<file path="src/rtl/tlb_ctrl_if.sv">
`default_nettype none
// ============================================================================
// Module      : tlb_ctrl_if
// Description : Request/response, TLB storage and page-walk bundle for tlb_ctrl
// Revision    : 1.0 - initial release
// ============================================================================
interface tlb_ctrl_if #(
    parameter int NUM_WAYS       = 4,
    parameter int SET_INDEX_BITS = 4,
    parameter int LRU_BITS       = 4
) ();
    logic                           req_valid;
    logic                           req_ready;
    logic [31:0]                    req_vaddr;
    logic                           req_write;
    logic                           resp_valid;
    logic                           resp_ready;
    logic [31:0]                    resp_paddr;
    logic                           resp_fault;
    logic [SET_INDEX_BITS-1:0]      rd_set_index;
    logic [NUM_WAYS-1:0]            rd_valid;
    logic [NUM_WAYS*20-1:0]         rd_vpn;
    logic [NUM_WAYS*20-1:0]         rd_ppn;
    logic [NUM_WAYS*2-1:0]          rd_perms;
    logic [NUM_WAYS*LRU_BITS-1:0]   rd_lru_count;
    logic                           wr_en;
    logic [SET_INDEX_BITS-1:0]      wr_set_index;
    logic [1:0]                     wr_way;
    logic                           wr_valid;
    logic [19:0]                    wr_vpn;
    logic [19:0]                    wr_ppn;
    logic [1:0]                     wr_perms;
    logic [LRU_BITS-1:0]            wr_lru_count;
    logic                           lru_update_en;
    logic [SET_INDEX_BITS-1:0]      lru_set_index;
    logic [1:0]                     lru_way;
    logic                           ptw_req_valid;
    logic                           ptw_req_ready;
    logic [19:0]                    ptw_vpn;
    logic                           ptw_resp_valid;
    logic [19:0]                    ptw_ppn;
    logic [1:0]                     ptw_perms;
    logic                           ptw_fault;
    logic                           flush_req;
    logic                           flush_done;

    // Controller side
    modport slave (
        input  req_valid, req_vaddr, req_write, resp_ready,
        input  rd_valid, rd_vpn, rd_ppn, rd_perms, rd_lru_count,
        input  ptw_req_ready, ptw_resp_valid, ptw_ppn, ptw_perms, ptw_fault, flush_req,
        output req_ready, resp_valid, resp_paddr, resp_fault, rd_set_index,
        output wr_en, wr_set_index, wr_way, wr_valid, wr_vpn, wr_ppn, wr_perms, wr_lru_count,
        output lru_update_en, lru_set_index, lru_way, ptw_req_valid, ptw_vpn, flush_done
    );

    // Requester / storage / walker side
    modport master (
        output req_valid, req_vaddr, req_write, resp_ready,
        output rd_valid, rd_vpn, rd_ppn, rd_perms, rd_lru_count,
        output ptw_req_ready, ptw_resp_valid, ptw_ppn, ptw_perms, ptw_fault, flush_req,
        input  req_ready, resp_valid, resp_paddr, resp_fault, rd_set_index,
        input  wr_en, wr_set_index, wr_way, wr_valid, wr_vpn, wr_ppn, wr_perms, wr_lru_count,
        input  lru_update_en, lru_set_index, lru_way, ptw_req_valid, ptw_vpn, flush_done
    );
endinterface
`default_nettype wire

</file>
<file path="src/rtl/tlb_ctrl.sv">
`default_nettype none
// ============================================================================
// Module      : tlb_ctrl
// Description : TLB lookup / miss-refill / flush controller in front of storage
// Revision    : 1.0 - initial release
// ============================================================================
module tlb_ctrl #(
    parameter int NUM_SETS       = 16,
    parameter int NUM_WAYS       = 4,
    parameter int SET_INDEX_BITS = 4,
    parameter int LRU_BITS       = 4
) (
    input  logic      clk,
    input  logic      rst_n,
    tlb_ctrl_if.slave bus
);

    typedef enum logic [2:0] {
        S_IDLE     = 3'd0,
        S_LOOKUP   = 3'd1,
        S_PTW_REQ  = 3'd2,
        S_PTW_WAIT = 3'd3,
        S_REFILL   = 3'd4,
        S_RESP     = 3'd5,
        S_FLUSH    = 3'd6
    } state_t;

    localparam logic [LRU_BITS-1:0] c_lru_max = '1;

    state_t                    r_state;
    state_t                    w_next;
    logic [31:0]               r_vaddr;
    logic                      r_write;
    logic [1:0]                r_way;
    logic [19:0]               r_ppn;
    logic [1:0]                r_perms;
    logic                      r_fault;
    logic [SET_INDEX_BITS-1:0] r_flush_set;
    logic [1:0]                r_flush_way;
    logic                      r_flush_done;

    logic [19:0]               w_vpn;
    logic [SET_INDEX_BITS-1:0] w_set;
    logic                      w_hit;
    logic [1:0]                w_hit_way;
    logic [19:0]               w_hit_ppn;
    logic [1:0]                w_hit_perms;
    logic [LRU_BITS-1:0]       w_hit_cnt;
    logic                      w_inv_found;
    logic [1:0]                w_inv_way;
    logic [1:0]                w_min_way;
    logic [LRU_BITS-1:0]       w_min_cnt;
    logic [1:0]                w_victim;
    logic                      w_hit_ok;
    logic                      w_walk_ok;
    logic                      w_flush_last;

    assign w_vpn = r_vaddr[31:12];
    assign w_set = r_vaddr[12 +: SET_INDEX_BITS];

    // Ascending scans give lowest-index priority for hit, invalid way and LRU ties
    always_comb begin
        w_hit       = 1'b0;
        w_hit_way   = 2'd0;
        w_hit_ppn   = 20'd0;
        w_hit_perms = 2'd0;
        w_hit_cnt   = '0;
        w_inv_found = 1'b0;
        w_inv_way   = 2'd0;
        w_min_way   = 2'd0;
        w_min_cnt   = bus.rd_lru_count[0 +: LRU_BITS];
        for (int w = 0; w < NUM_WAYS; w++) begin
            if (!w_hit && bus.rd_valid[w] && (bus.rd_vpn[w*20 +: 20] == w_vpn)) begin
                w_hit       = 1'b1;
                w_hit_way   = 2'(w);
                w_hit_ppn   = bus.rd_ppn[w*20 +: 20];
                w_hit_perms = bus.rd_perms[w*2 +: 2];
                w_hit_cnt   = bus.rd_lru_count[w*LRU_BITS +: LRU_BITS];
            end
            if (!w_inv_found && !bus.rd_valid[w]) begin
                w_inv_found = 1'b1;
                w_inv_way   = 2'(w);
            end
            if (bus.rd_lru_count[w*LRU_BITS +: LRU_BITS] < w_min_cnt) begin
                w_min_cnt = bus.rd_lru_count[w*LRU_BITS +: LRU_BITS];
                w_min_way = 2'(w);
            end
        end
    end

    assign w_victim     = w_inv_found ? w_inv_way : w_min_way;
    assign w_hit_ok     = r_write ? w_hit_perms[1] : w_hit_perms[0];
    assign w_walk_ok    = r_write ? r_perms[1] : r_perms[0];
    assign w_flush_last = (r_flush_way == 2'(NUM_WAYS - 1)) &&
                          (r_flush_set == SET_INDEX_BITS'(NUM_SETS - 1));

    always_ff @(posedge clk or negedge rst_n) begin
        if (!rst_n) begin
            r_state <= S_IDLE;
        end else begin
            r_state <= w_next;
        end
    end

    always_comb begin
        w_next             = r_state;
        bus.req_ready      = 1'b0;
        bus.resp_valid     = 1'b0;
        bus.resp_paddr     = 32'd0;
        bus.resp_fault     = 1'b0;
        bus.rd_set_index   = '0;
        bus.wr_en          = 1'b0;
        bus.wr_set_index   = '0;
        bus.wr_way         = 2'd0;
        bus.wr_valid       = 1'b0;
        bus.wr_vpn         = 20'd0;
        bus.wr_ppn         = 20'd0;
        bus.wr_perms       = 2'd0;
        bus.wr_lru_count   = '0;
        bus.lru_update_en  = 1'b0;
        bus.lru_set_index  = '0;
        bus.lru_way        = 2'd0;
        bus.ptw_req_valid  = 1'b0;
        bus.ptw_vpn        = 20'd0;
        case (r_state)
            S_IDLE: begin
                bus.req_ready = rst_n & ~bus.flush_req;
                if (bus.flush_req) begin
                    w_next = S_FLUSH;
                end else if (bus.req_valid) begin
                    w_next = S_LOOKUP;
                end
            end
            S_LOOKUP: begin
                bus.rd_set_index = w_set;
                if (w_hit) begin
                    // The storage counter saturates; never ask it to wrap
                    if (w_hit_ok && (w_hit_cnt != c_lru_max)) begin
                        bus.lru_update_en = 1'b1;
                        bus.lru_set_index = w_set;
                        bus.lru_way       = w_hit_way;
                    end
                    w_next = S_RESP;
                end else begin
                    w_next = S_PTW_REQ;
                end
            end
            S_PTW_REQ: begin
                bus.ptw_req_valid = 1'b1;
                bus.ptw_vpn       = w_vpn;
                if (bus.ptw_req_ready) begin
                    w_next = S_PTW_WAIT;
                end
            end
            S_PTW_WAIT: begin
                if (bus.ptw_resp_valid) begin
                    w_next = bus.ptw_fault ? S_RESP : S_REFILL;
                end
            end
            S_REFILL: begin
                bus.wr_en        = 1'b1;
                bus.wr_set_index = w_set;
                bus.wr_way       = r_way;
                bus.wr_valid     = 1'b1;
                bus.wr_vpn       = w_vpn;
                bus.wr_ppn       = r_ppn;
                bus.wr_perms     = r_perms;
                bus.wr_lru_count = LRU_BITS'(1);
                w_next           = S_RESP;
            end
            S_RESP: begin
                bus.resp_valid = 1'b1;
                bus.resp_fault = r_fault;
                bus.resp_paddr = r_fault ? 32'd0 : {r_ppn, r_vaddr[11:0]};
                if (bus.resp_ready) begin
                    w_next = S_IDLE;
                end
            end
            S_FLUSH: begin
                bus.wr_en        = 1'b1;
                bus.wr_set_index = r_flush_set;
                bus.wr_way       = r_flush_way;
                if (w_flush_last) begin
                    w_next = S_IDLE;
                end
            end
            default: w_next = S_IDLE;
        endcase
    end

    always_ff @(posedge clk or negedge rst_n) begin
        if (!rst_n) begin
            r_vaddr      <= 32'd0;
            r_write      <= 1'b0;
            r_way        <= 2'd0;
            r_ppn        <= 20'd0;
            r_perms      <= 2'd0;
            r_fault      <= 1'b0;
            r_flush_set  <= '0;
            r_flush_way  <= 2'd0;
            r_flush_done <= 1'b0;
        end else begin
            r_flush_done <= (r_state == S_FLUSH) && w_flush_last;
            case (r_state)
                S_IDLE: begin
                    r_flush_set <= '0;
                    r_flush_way <= 2'd0;
                    if (!bus.flush_req && bus.req_valid) begin
                        r_vaddr <= bus.req_vaddr;
                        r_write <= bus.req_write;
                    end
                end
                S_LOOKUP: begin
                    if (w_hit) begin
                        r_ppn   <= w_hit_ppn;
                        r_fault <= ~w_hit_ok;
                    end else begin
                        r_way   <= w_victim;
                        r_fault <= 1'b0;
                    end
                end
                S_PTW_WAIT: begin
                    if (bus.ptw_resp_valid) begin
                        if (bus.ptw_fault) begin
                            r_fault <= 1'b1;
                        end else begin
                            r_ppn   <= bus.ptw_ppn;
                            r_perms <= bus.ptw_perms;
                        end
                    end
                end
                S_REFILL: r_fault <= ~w_walk_ok;
                S_FLUSH: begin
                    if (r_flush_way == 2'(NUM_WAYS - 1)) begin
                        r_flush_way <= 2'd0;
                        r_flush_set <= r_flush_set + 1'b1;
                    end else begin
                        r_flush_way <= r_flush_way + 1'b1;
                    end
                end
                default: ;
            endcase
        end
    end

    assign bus.flush_done = r_flush_done;

endmodule
`default_nettype wire

</file>
<file path="src/flat_wrapper.sv">
// flat-port wrapper written by rule: the top's interface ports become plain ports
module tlb_ctrl_flat 
#(
    parameter int NUM_SETS       = 16,
    parameter int NUM_WAYS       = 4,
    parameter int SET_INDEX_BITS = 4,
    parameter int LRU_BITS       = 4
)
  (clk, rst_n, bus_req_valid, bus_req_vaddr, bus_req_write, bus_resp_ready, bus_rd_valid, bus_rd_vpn, bus_rd_ppn, bus_rd_perms, bus_rd_lru_count, bus_ptw_req_ready, bus_ptw_resp_valid, bus_ptw_ppn, bus_ptw_perms, bus_ptw_fault, bus_flush_req, bus_req_ready, bus_resp_valid, bus_resp_paddr, bus_resp_fault, bus_rd_set_index, bus_wr_en, bus_wr_set_index, bus_wr_way, bus_wr_valid, bus_wr_vpn, bus_wr_ppn, bus_wr_perms, bus_wr_lru_count, bus_lru_update_en, bus_lru_set_index, bus_lru_way, bus_ptw_req_valid, bus_ptw_vpn, bus_flush_done);
  tlb_ctrl_if #(.NUM_WAYS(NUM_WAYS), .SET_INDEX_BITS(SET_INDEX_BITS), .LRU_BITS(LRU_BITS)) bus_i ();
  input  logic clk;
  input  logic rst_n;
  input wire logic [$bits(bus_i.req_valid)-1:0] bus_req_valid;
  input wire logic [$bits(bus_i.req_vaddr)-1:0] bus_req_vaddr;
  input wire logic [$bits(bus_i.req_write)-1:0] bus_req_write;
  input wire logic [$bits(bus_i.resp_ready)-1:0] bus_resp_ready;
  input wire logic [$bits(bus_i.rd_valid)-1:0] bus_rd_valid;
  input wire logic [$bits(bus_i.rd_vpn)-1:0] bus_rd_vpn;
  input wire logic [$bits(bus_i.rd_ppn)-1:0] bus_rd_ppn;
  input wire logic [$bits(bus_i.rd_perms)-1:0] bus_rd_perms;
  input wire logic [$bits(bus_i.rd_lru_count)-1:0] bus_rd_lru_count;
  input wire logic [$bits(bus_i.ptw_req_ready)-1:0] bus_ptw_req_ready;
  input wire logic [$bits(bus_i.ptw_resp_valid)-1:0] bus_ptw_resp_valid;
  input wire logic [$bits(bus_i.ptw_ppn)-1:0] bus_ptw_ppn;
  input wire logic [$bits(bus_i.ptw_perms)-1:0] bus_ptw_perms;
  input wire logic [$bits(bus_i.ptw_fault)-1:0] bus_ptw_fault;
  input wire logic [$bits(bus_i.flush_req)-1:0] bus_flush_req;
  output wire logic [$bits(bus_i.req_ready)-1:0] bus_req_ready;
  output wire logic [$bits(bus_i.resp_valid)-1:0] bus_resp_valid;
  output wire logic [$bits(bus_i.resp_paddr)-1:0] bus_resp_paddr;
  output wire logic [$bits(bus_i.resp_fault)-1:0] bus_resp_fault;
  output wire logic [$bits(bus_i.rd_set_index)-1:0] bus_rd_set_index;
  output wire logic [$bits(bus_i.wr_en)-1:0] bus_wr_en;
  output wire logic [$bits(bus_i.wr_set_index)-1:0] bus_wr_set_index;
  output wire logic [$bits(bus_i.wr_way)-1:0] bus_wr_way;
  output wire logic [$bits(bus_i.wr_valid)-1:0] bus_wr_valid;
  output wire logic [$bits(bus_i.wr_vpn)-1:0] bus_wr_vpn;
  output wire logic [$bits(bus_i.wr_ppn)-1:0] bus_wr_ppn;
  output wire logic [$bits(bus_i.wr_perms)-1:0] bus_wr_perms;
  output wire logic [$bits(bus_i.wr_lru_count)-1:0] bus_wr_lru_count;
  output wire logic [$bits(bus_i.lru_update_en)-1:0] bus_lru_update_en;
  output wire logic [$bits(bus_i.lru_set_index)-1:0] bus_lru_set_index;
  output wire logic [$bits(bus_i.lru_way)-1:0] bus_lru_way;
  output wire logic [$bits(bus_i.ptw_req_valid)-1:0] bus_ptw_req_valid;
  output wire logic [$bits(bus_i.ptw_vpn)-1:0] bus_ptw_vpn;
  output wire logic [$bits(bus_i.flush_done)-1:0] bus_flush_done;
  assign bus_i.req_valid = bus_req_valid;
  assign bus_i.req_vaddr = bus_req_vaddr;
  assign bus_i.req_write = bus_req_write;
  assign bus_i.resp_ready = bus_resp_ready;
  assign bus_i.rd_valid = bus_rd_valid;
  assign bus_i.rd_vpn = bus_rd_vpn;
  assign bus_i.rd_ppn = bus_rd_ppn;
  assign bus_i.rd_perms = bus_rd_perms;
  assign bus_i.rd_lru_count = bus_rd_lru_count;
  assign bus_i.ptw_req_ready = bus_ptw_req_ready;
  assign bus_i.ptw_resp_valid = bus_ptw_resp_valid;
  assign bus_i.ptw_ppn = bus_ptw_ppn;
  assign bus_i.ptw_perms = bus_ptw_perms;
  assign bus_i.ptw_fault = bus_ptw_fault;
  assign bus_i.flush_req = bus_flush_req;
  assign bus_req_ready = bus_i.req_ready;
  assign bus_resp_valid = bus_i.resp_valid;
  assign bus_resp_paddr = bus_i.resp_paddr;
  assign bus_resp_fault = bus_i.resp_fault;
  assign bus_rd_set_index = bus_i.rd_set_index;
  assign bus_wr_en = bus_i.wr_en;
  assign bus_wr_set_index = bus_i.wr_set_index;
  assign bus_wr_way = bus_i.wr_way;
  assign bus_wr_valid = bus_i.wr_valid;
  assign bus_wr_vpn = bus_i.wr_vpn;
  assign bus_wr_ppn = bus_i.wr_ppn;
  assign bus_wr_perms = bus_i.wr_perms;
  assign bus_wr_lru_count = bus_i.wr_lru_count;
  assign bus_lru_update_en = bus_i.lru_update_en;
  assign bus_lru_set_index = bus_i.lru_set_index;
  assign bus_lru_way = bus_i.lru_way;
  assign bus_ptw_req_valid = bus_i.ptw_req_valid;
  assign bus_ptw_vpn = bus_i.ptw_vpn;
  assign bus_flush_done = bus_i.flush_done;
  tlb_ctrl #(.NUM_SETS(NUM_SETS), .NUM_WAYS(NUM_WAYS), .SET_INDEX_BITS(SET_INDEX_BITS), .LRU_BITS(LRU_BITS)) u_core (.clk(clk), .rst_n(rst_n), .bus(bus_i));
endmodule
</file>
<file path="config.mk">
export PLATFORM = sky130hd
export DESIGN_NAME = tlb_ctrl_flat
export DESIGN_NICKNAME = d
export VERILOG_FILES = /design/src/rtl/tlb_ctrl_if.sv /design/src/rtl/tlb_ctrl.sv /design/src/flat_wrapper.sv
export SDC_FILE = /design/constraint.sdc
export NUM_CORES = 1
export LEC_CHECK = 0
export BUFFER_PORTS_ARGS = -buffer_cell sky130_fd_sc_hd__buf_2
export CAP_MARGIN = 20
export CORE_AREA = 2 2 143 145
export CTS_CLUSTER_SIZE = 24
export DETAILED_ROUTE_END_ITERATION = 10
export DIE_AREA = 0 0 145 147
export PLACE_DENSITY = 0.6
export REMOVE_ABC_BUFFERS = 1
export SYNTH_ARGS = -nofsm -noshare
export SYNTH_HDL_FRONTEND = slang
export SYNTH_SLANG_ARGS = --single-unit
</file>
<file path="constraint.sdc">
create_clock -name clk -period 3.18 [get_ports clk]
set_input_delay 0.159 -clock clk [delete_from_list [all_inputs] [get_ports clk]]
set_output_delay 0.159 -clock clk [all_outputs]
set_load 0.05 [all_outputs]
</file>
; Word-level counts from Yosys, hierarchy flattened
; Index checks and enable logic that the tools add are counted.
[classes]
addsub = 2
magnitude_cmp = 3
n_eq_ne = 22
muxes = 80
bitwise = 6
n_reduce_logical = 35
[ops]
columns = operator, count
row1 = $mux 20, 10
row2 = $eq 20x20->1, 4
row3 = $mux 32, 2
row4 = $mux 4, 11
row5 = $pmux 20 s2, 1
row6 = $mux 2, 16
row7 = $mux 1, 27
row8 = $mux 3, 7
row9 = $pmux 3 s7, 1
row10 = $pmux 4 s2, 2
row11 = $logic_and 1x1->1, 14
row12 = $lt 4x4->1, 3
row13 = $ne 2x2->1 const B, 6
row14 = $eq 3x3->1 const B, 3
row15 = $logic_not 1->1, 9
row16 = $pmux 2 s2, 2
row17 = $eq 3x2->1 const B, 2
row18 = $reduce_and 2->1, 3
row19 = $reduce_and 3->1, 2
row20 = $not 1->1, 5
row21 = $reduce_and 5->1, 1
row22 = $add 4x1->4 const B, 1
row23 = $eq 4x4->1 const B, 1
row24 = $ne 2x1->1 const B, 2
row25 = other kinds (12), 13
[word_totals]
regBits = 68
out_inout_bits = 122

; Depth between registers and ports, before layout
[depth]
ltp_word = 20
ltp_mapped = 17
ltp_nobuf = 17

; Worst setup path after synthesis
; No wires, ideal clock.
[synth_timing]
path_kind = register to output
startpoint = register u_core.r_vaddr[31]
endpoint = output bus_lru_way[0]
arrival_time_ns = 3.273
setup_slack_ns = -0.252
path_stages_with_launch = 10
n_path_buf = 1
cell_sequence = dfrtp_1 -> clkbuf_1 -> xor2_1 -> or4_1 -> nor4_1 -> a211oi_2 -> a221oi_1 -> a21o_1 -> nand3_2 -> nor3_1
[synth_between]
elab_chain_len = 20
word_cells_on_any_way = 35
[synth_lines]
columns = element, line_no
row1 = from (decl), tlb_ctrl.sv:32  ; logic [31:0] r_vaddr;
row2 = from (signal assigned), tlb_ctrl.sv:209  ; r_vaddr <= bus.req_vaddr;
row3 = $eq 20x20->1, tlb_ctrl.sv:73  ; if (!w_hit && bus.rd_valid[w] && (bus.rd_vpn[w*20 +: 20] == w_vpn)) begin
row4 = $logic_and 1x1->1, tlb_ctrl.sv:73
row5 = $mux 1, tlb_ctrl.sv:73
row6 = $logic_not 1->1, tlb_ctrl.sv:73
row7 = $logic_and 1x1->1 (2 in series), tlb_ctrl.sv:73
row8 = $mux 1, tlb_ctrl.sv:73
row9 = $logic_not 1->1, tlb_ctrl.sv:73
row10 = $logic_and 1x1->1 (2 in series), tlb_ctrl.sv:73
row11 = $mux 1, tlb_ctrl.sv:73
row12 = $logic_not 1->1, tlb_ctrl.sv:73
row13 = $logic_and 1x1->1 (2 in series), tlb_ctrl.sv:73
row14 = $mux 4 / $mux 2 (equally long branches), tlb_ctrl.sv:73
row15 = $ne 4x4->1 / $mux 1 (equally long branches), "tlb_ctrl.sv:138, tlb_ctrl.sv:92"
row16 = $logic_and 1x1->1, tlb_ctrl.sv:138  ; if (w_hit_ok && (w_hit_cnt != c_lru_max)) begin
row17 = $mux 2, tlb_ctrl.sv:138
row18 = $mux 2 *, tlb_ctrl.sv:136  ; if (w_hit) begin
row19 = $mux 2 *, tlb_ctrl.sv:125  ; case (r_state)
row20 = to (decl), flat_wrapper.sv:43  ; output wire logic [$bits(bus_i.lru_way)-1:0] bus_lru_way;
; Every way passes the cells marked *; elsewhere a longest branch is shown, timed or not.

; Final worst setup path
; Ends and elaborated chain as after synthesis.

==> results.md <==
- The flow ran to the end, but the final reports show violations.
- The final reports fail on negative setup slack.
- Dividing the final minimum period by the clock period gives 1.03.
- The final wirelength is around 27000 microns.
- The distinct cell type count after synthesis is 60.
- The max capacitance violation total is 0.
- The number of warnings printed during yosys synthesis is 0.
- The first TritonRoute pass finished after 4 iterations.
- The worst setup path is launched from a register.
- The count of final setup violators is 7.
- Setup repair after global routing could not meet its margin everywhere.
- The initial antenna violation count was 2.
- The critical path class is reg2out.
- In the final layout, the share of cells above drive strength 1 is 0.534.
- The mean area per synthesized cell is roughly 8.5 sq um.
- For this configuration, the core starts out at a cell density of 0.312.
- The cell area after synthesis is around 0.0062 sq mm.
- For this run, global-route usage on met1 was measured as 0.286.
- The adder-cell share of the synthesized area is 0.0263.
- In the global route stage, met3 resource usage came out at 0.0500.
- Among all flip-flop cells after synthesis, the most frequent one is dfrtp_1.
- Clock latency on the worst-skew pair, taken at its later pin, is between 300 and 400 ps.
- The cell row count is 52.
- Leaving out fill and tap cells, the most frequent cell in the layout is buf_2.
- The routing usage on met2 is 0.436.
- The total overflow left after global routing is 0.
- The combinational family with the most area after synthesis is simple AND/OR/NAND/NOR gates.
- After detailed routing, the number of remaining DRC violations is 0.
- The share of the yosys chip area belonging to registers is 0.275.
- For the pin with the worst max-slew slack, the measured transition is 989 ps.
- Prior to clock tree synthesis, the placed netlist has a worst setup slack of -688 ps.
- The fraction of the mapped netlist area in simple logic gates is 0.258.
- CTS saw 68 sinks.
- The global-route wire length before repair is 40400 microns.
- Counting flops with an async set or reset pin after synthesis yields a share of 1.00.
- The floorplan step defined a die boundary enclosing 0.0213 sq mm.
- The count of mapped cells out of synthesis is ~730.
- The total global routing track utilization is 0.243.
- In this run, synthesis inferred 0 flip-flops with an integrated enable.
- The mux share of post-synthesis cell area is 0.0755.
- The via count is 7276.
- The net count of the finished layout is ~1400.
- Once routing completed, OpenROAD measured the worst setup slack at -91.3 ps.
- The H-tree was split into 3 levels.
- The area inside the core boundary is slightly below 0.02 sq mm.
- The die width is roughly 150 microns.
- The congestion estimate from routability-driven global placement came to approximately 0.95.
- The layout overhead on the synthesized area is 54.6%.
- The kind of path behind the tightest hold check is in2reg.
- Data on the critical path arrives at its endpoint at slightly above 3000 ps.
- The worst setup path is captured at an output port.
- Once layout is complete, the utilization of the core stands at 0.482.
- For this run, the top clock speed supported by timing is 306 MHz.
- The number of global-route vias before repair is around 7400.
- The clock tree from TritonCTS is built.
- The final max-slew violation count came to 0.
- The cell sitting at the root of the clock tree is a clkbuf_16.
- The worst-case IR drop observed on VDD is approximately 360 uV.
- The worst clock skew is between 4 and 5 ps.
- In this run the tightest slew margin relative to its limit is 0.339.
- The violation count after the first detailed-route iteration is 407.
- The peak-usage layer in the global routing report is met2.
- Counting the buffers created by CTS gives 9.
- The compound-gate portion of the synthesized area is 0.184.
- The time the final worst path needs with I/O delays and setup is between 3000 and 4000 ps.
- The top-level I/O count is around 370.
- Leaving out fill and tap cells, the most frequent cells in the layout are buf_2, buf_4, nor2_1.
- Data on the critical path is required at its endpoint by slightly above 3000 ps.
- The post-route antenna net violation count is 0.
- The HPWL after detailed placement is between 20000 and 25000 microns.
- The maximum fanout encountered on the critical timing path is 7.
- The register bit total from synthesis is between 60 and 70.
- The routed length per placed instance is about 19 microns.
- In the routed layout, each cell is associated on average with a via count of between 5 and 6.
- Power spread over the standard cell area amounts to ~770 mW/mm^2.
- The clock slew at the register clock pins of the worst setup and hold paths is 60 ps.
- The count of endpoints failing hold in the final timing report is 0.
- For this design the static power due to leakage is 4.99 nW.
- The largest net degree at the start of global routing is slightly above 60.
- The worst hold margin is between 40 and 50 ps.
- The quantity of I/O buffers inserted on ports is around 370.
- The maximum buffer depth of the clock tree is 2.
- Of the total synthesized cell area, the portion taken by XOR and XNOR cells is 0.116.
- From bottom edge to top edge, the die measures about 150 microns.
metal layers:
layer  vias up  routed length (microns)
li1       3441                        -
met1      3404                    10500
met2       373                    13800
met3        56                     1960
met4         2                      845
met5         -                       12
final cells by class:
class,instances,area (sq um)
Fill cell,1969,10300
Multi-Input combinational cell,571,4530
Timing Repair Buffer,450,2570
Sequential cell,68,1720
Tap cell,270,338
Clock buffer,9,225
Inverter,23,86.3
Clock inverter,7,82.6
Antenna cell,1,2.50
report_power, final:
part           switching [mW]  internal (mW)
Sequential              0.513           1.23
Combinational            2.78           1.74
Clock                   0.433          0.621
flip-flops by register name, summed over array words and instances (netlist names):
register               cells
u_core.r_vaddr            32
u_core.r_ppn              20
u_core.r_flush_set         4
u_core.r_state             3
u_core.r_flush_way         2
u_core.r_perms             2
u_core.r_way               2
u_core.bus.flush_done      1
u_core.r_fault             1
u_core.r_write             1
what timing repair did:
action	in CTS	in global routing
pin swaps	15	26
gates cloned	0	0
buffers inserted	18	9
resized for setup	55	47
endpoints found under the hold margin	30	0
endpoints found under the setup margin	9	13
hold buffers	1	0
metrics by stage:
stage | cells | setup TNS (ps) | power, mW | cell area, sq um
global placement | 1354 | -808 | 5.72 | 8530
finish | 1399 | -494 | 7.32 | 9560
CTS | 1389 | -169 | 7.07 | 9210
global route | 1399 | -1430 | 7.72 | 9560
floorplan | 662 | -50820 | 4.25 | 5880
detailed placement | 1354 | -1190 | 5.75 | 8530
synth_stat cells, types with 2 or more instances:
| library cell | instances | area share |
|---|---|---|
| a2111oi_0 | 2 | 0.0028 |
| a21oi_1 | 13 | 0.011 |
| o21ai_0 | 15 | 0.012 |
| buf_2 | 4 | 0.0032 |
| a31oi_1 | 2 | 0.0020 |
| mux2i_1 | 5 | 0.0081 |
| buf_4 | 6 | 0.0073 |
| a221oi_2 | 20 | 0.049 |
| buf_6 | 4 | 0.0073 |
| a22o_1 | 22 | 0.031 |
| mux2_2 | 37 | 0.067 |
| clkbuf_1 | 51 | 0.031 |
| nor2b_1 | 3 | 0.0030 |
| nand4b_1 | 3 | 0.0043 |
| or4_1 | 3 | 0.0036 |
| o21ai_1 | 20 | 0.016 |
| ha_1 | 13 | 0.026 |
| and3_1 | 60 | 0.061 |
| a22oi_1 | 21 | 0.026 |
| a221oi_1 | 4 | 0.0057 |
| a21o_1 | 5 | 0.0061 |
| nand3_1 | 9 | 0.0073 |
| nand4_1 | 25 | 0.025 |
| clkbuf_2 | 2 | 0.0016 |
| and4_1 | 2 | 0.0028 |
| nor4_1 | 14 | 0.014 |
| clkinv_1 | 2 | 0.0012 |
| nor3b_1 | 2 | 0.0024 |
| nand3b_1 | 2 | 0.0024 |
| nor2_1 | 70 | 0.043 |
| xnor2_1 | 51 | 0.072 |
| dfrtp_1 | 68 | 0.28 |
| xor2_1 | 31 | 0.044 |
| inv_1 | 21 | 0.013 |
| nand2_1 | 25 | 0.015 |
| and2_1 | 34 | 0.034 |
| or2_2 | 2 | 0.0020 |
| o31ai_1 | 5 | 0.0061 |
| nor3_1 | 28 | 0.023 |
final timing paths:
check | start | end | slack [ps] | cells after the start
max in group asynchronous | rst_n | u_core.r_vaddr[14] | 1970 | 3
hold / removal | bus_req_write | u_core.r_write | 50 | 2
min in group asynchronous | rst_n | u_core.r_vaddr[0] | 300 | 2
hold reg to reg | u_core.r_vaddr[2] | u_core.r_vaddr[2] | 500 | 1
setup / recovery | u_core.r_vaddr[31] | bus_lru_way[0] | -90 | 11
setup reg to reg | u_core.r_vaddr[31] | u_core.r_fault | 100 | 13
cell families (layout without fill, tap and decap cells):
kind of cell,Yosys count,count (layout)
AOI/OAI and AO/OA,140,140
xor gates and xnor gates,82,82
adders and majority gates,13,13
buffers and inverters,90,489
DFF,68,68
muxes,42,42
other,1,4
and+or+nand+nor,291,291
worst max-delay path: stages (launching register included):
cell and delay (ps):
dfrtp_2 470, buf_6 140, xor2_2 140, nor4_1 260
nand4_1 130, nand4b_1 380, and4b_2 410, a221oi_2 250
mux2_4 230, buf_12 150, nor3_4 50, buf_6 160
No activity file was read; power rests on OpenSTA's default activity.
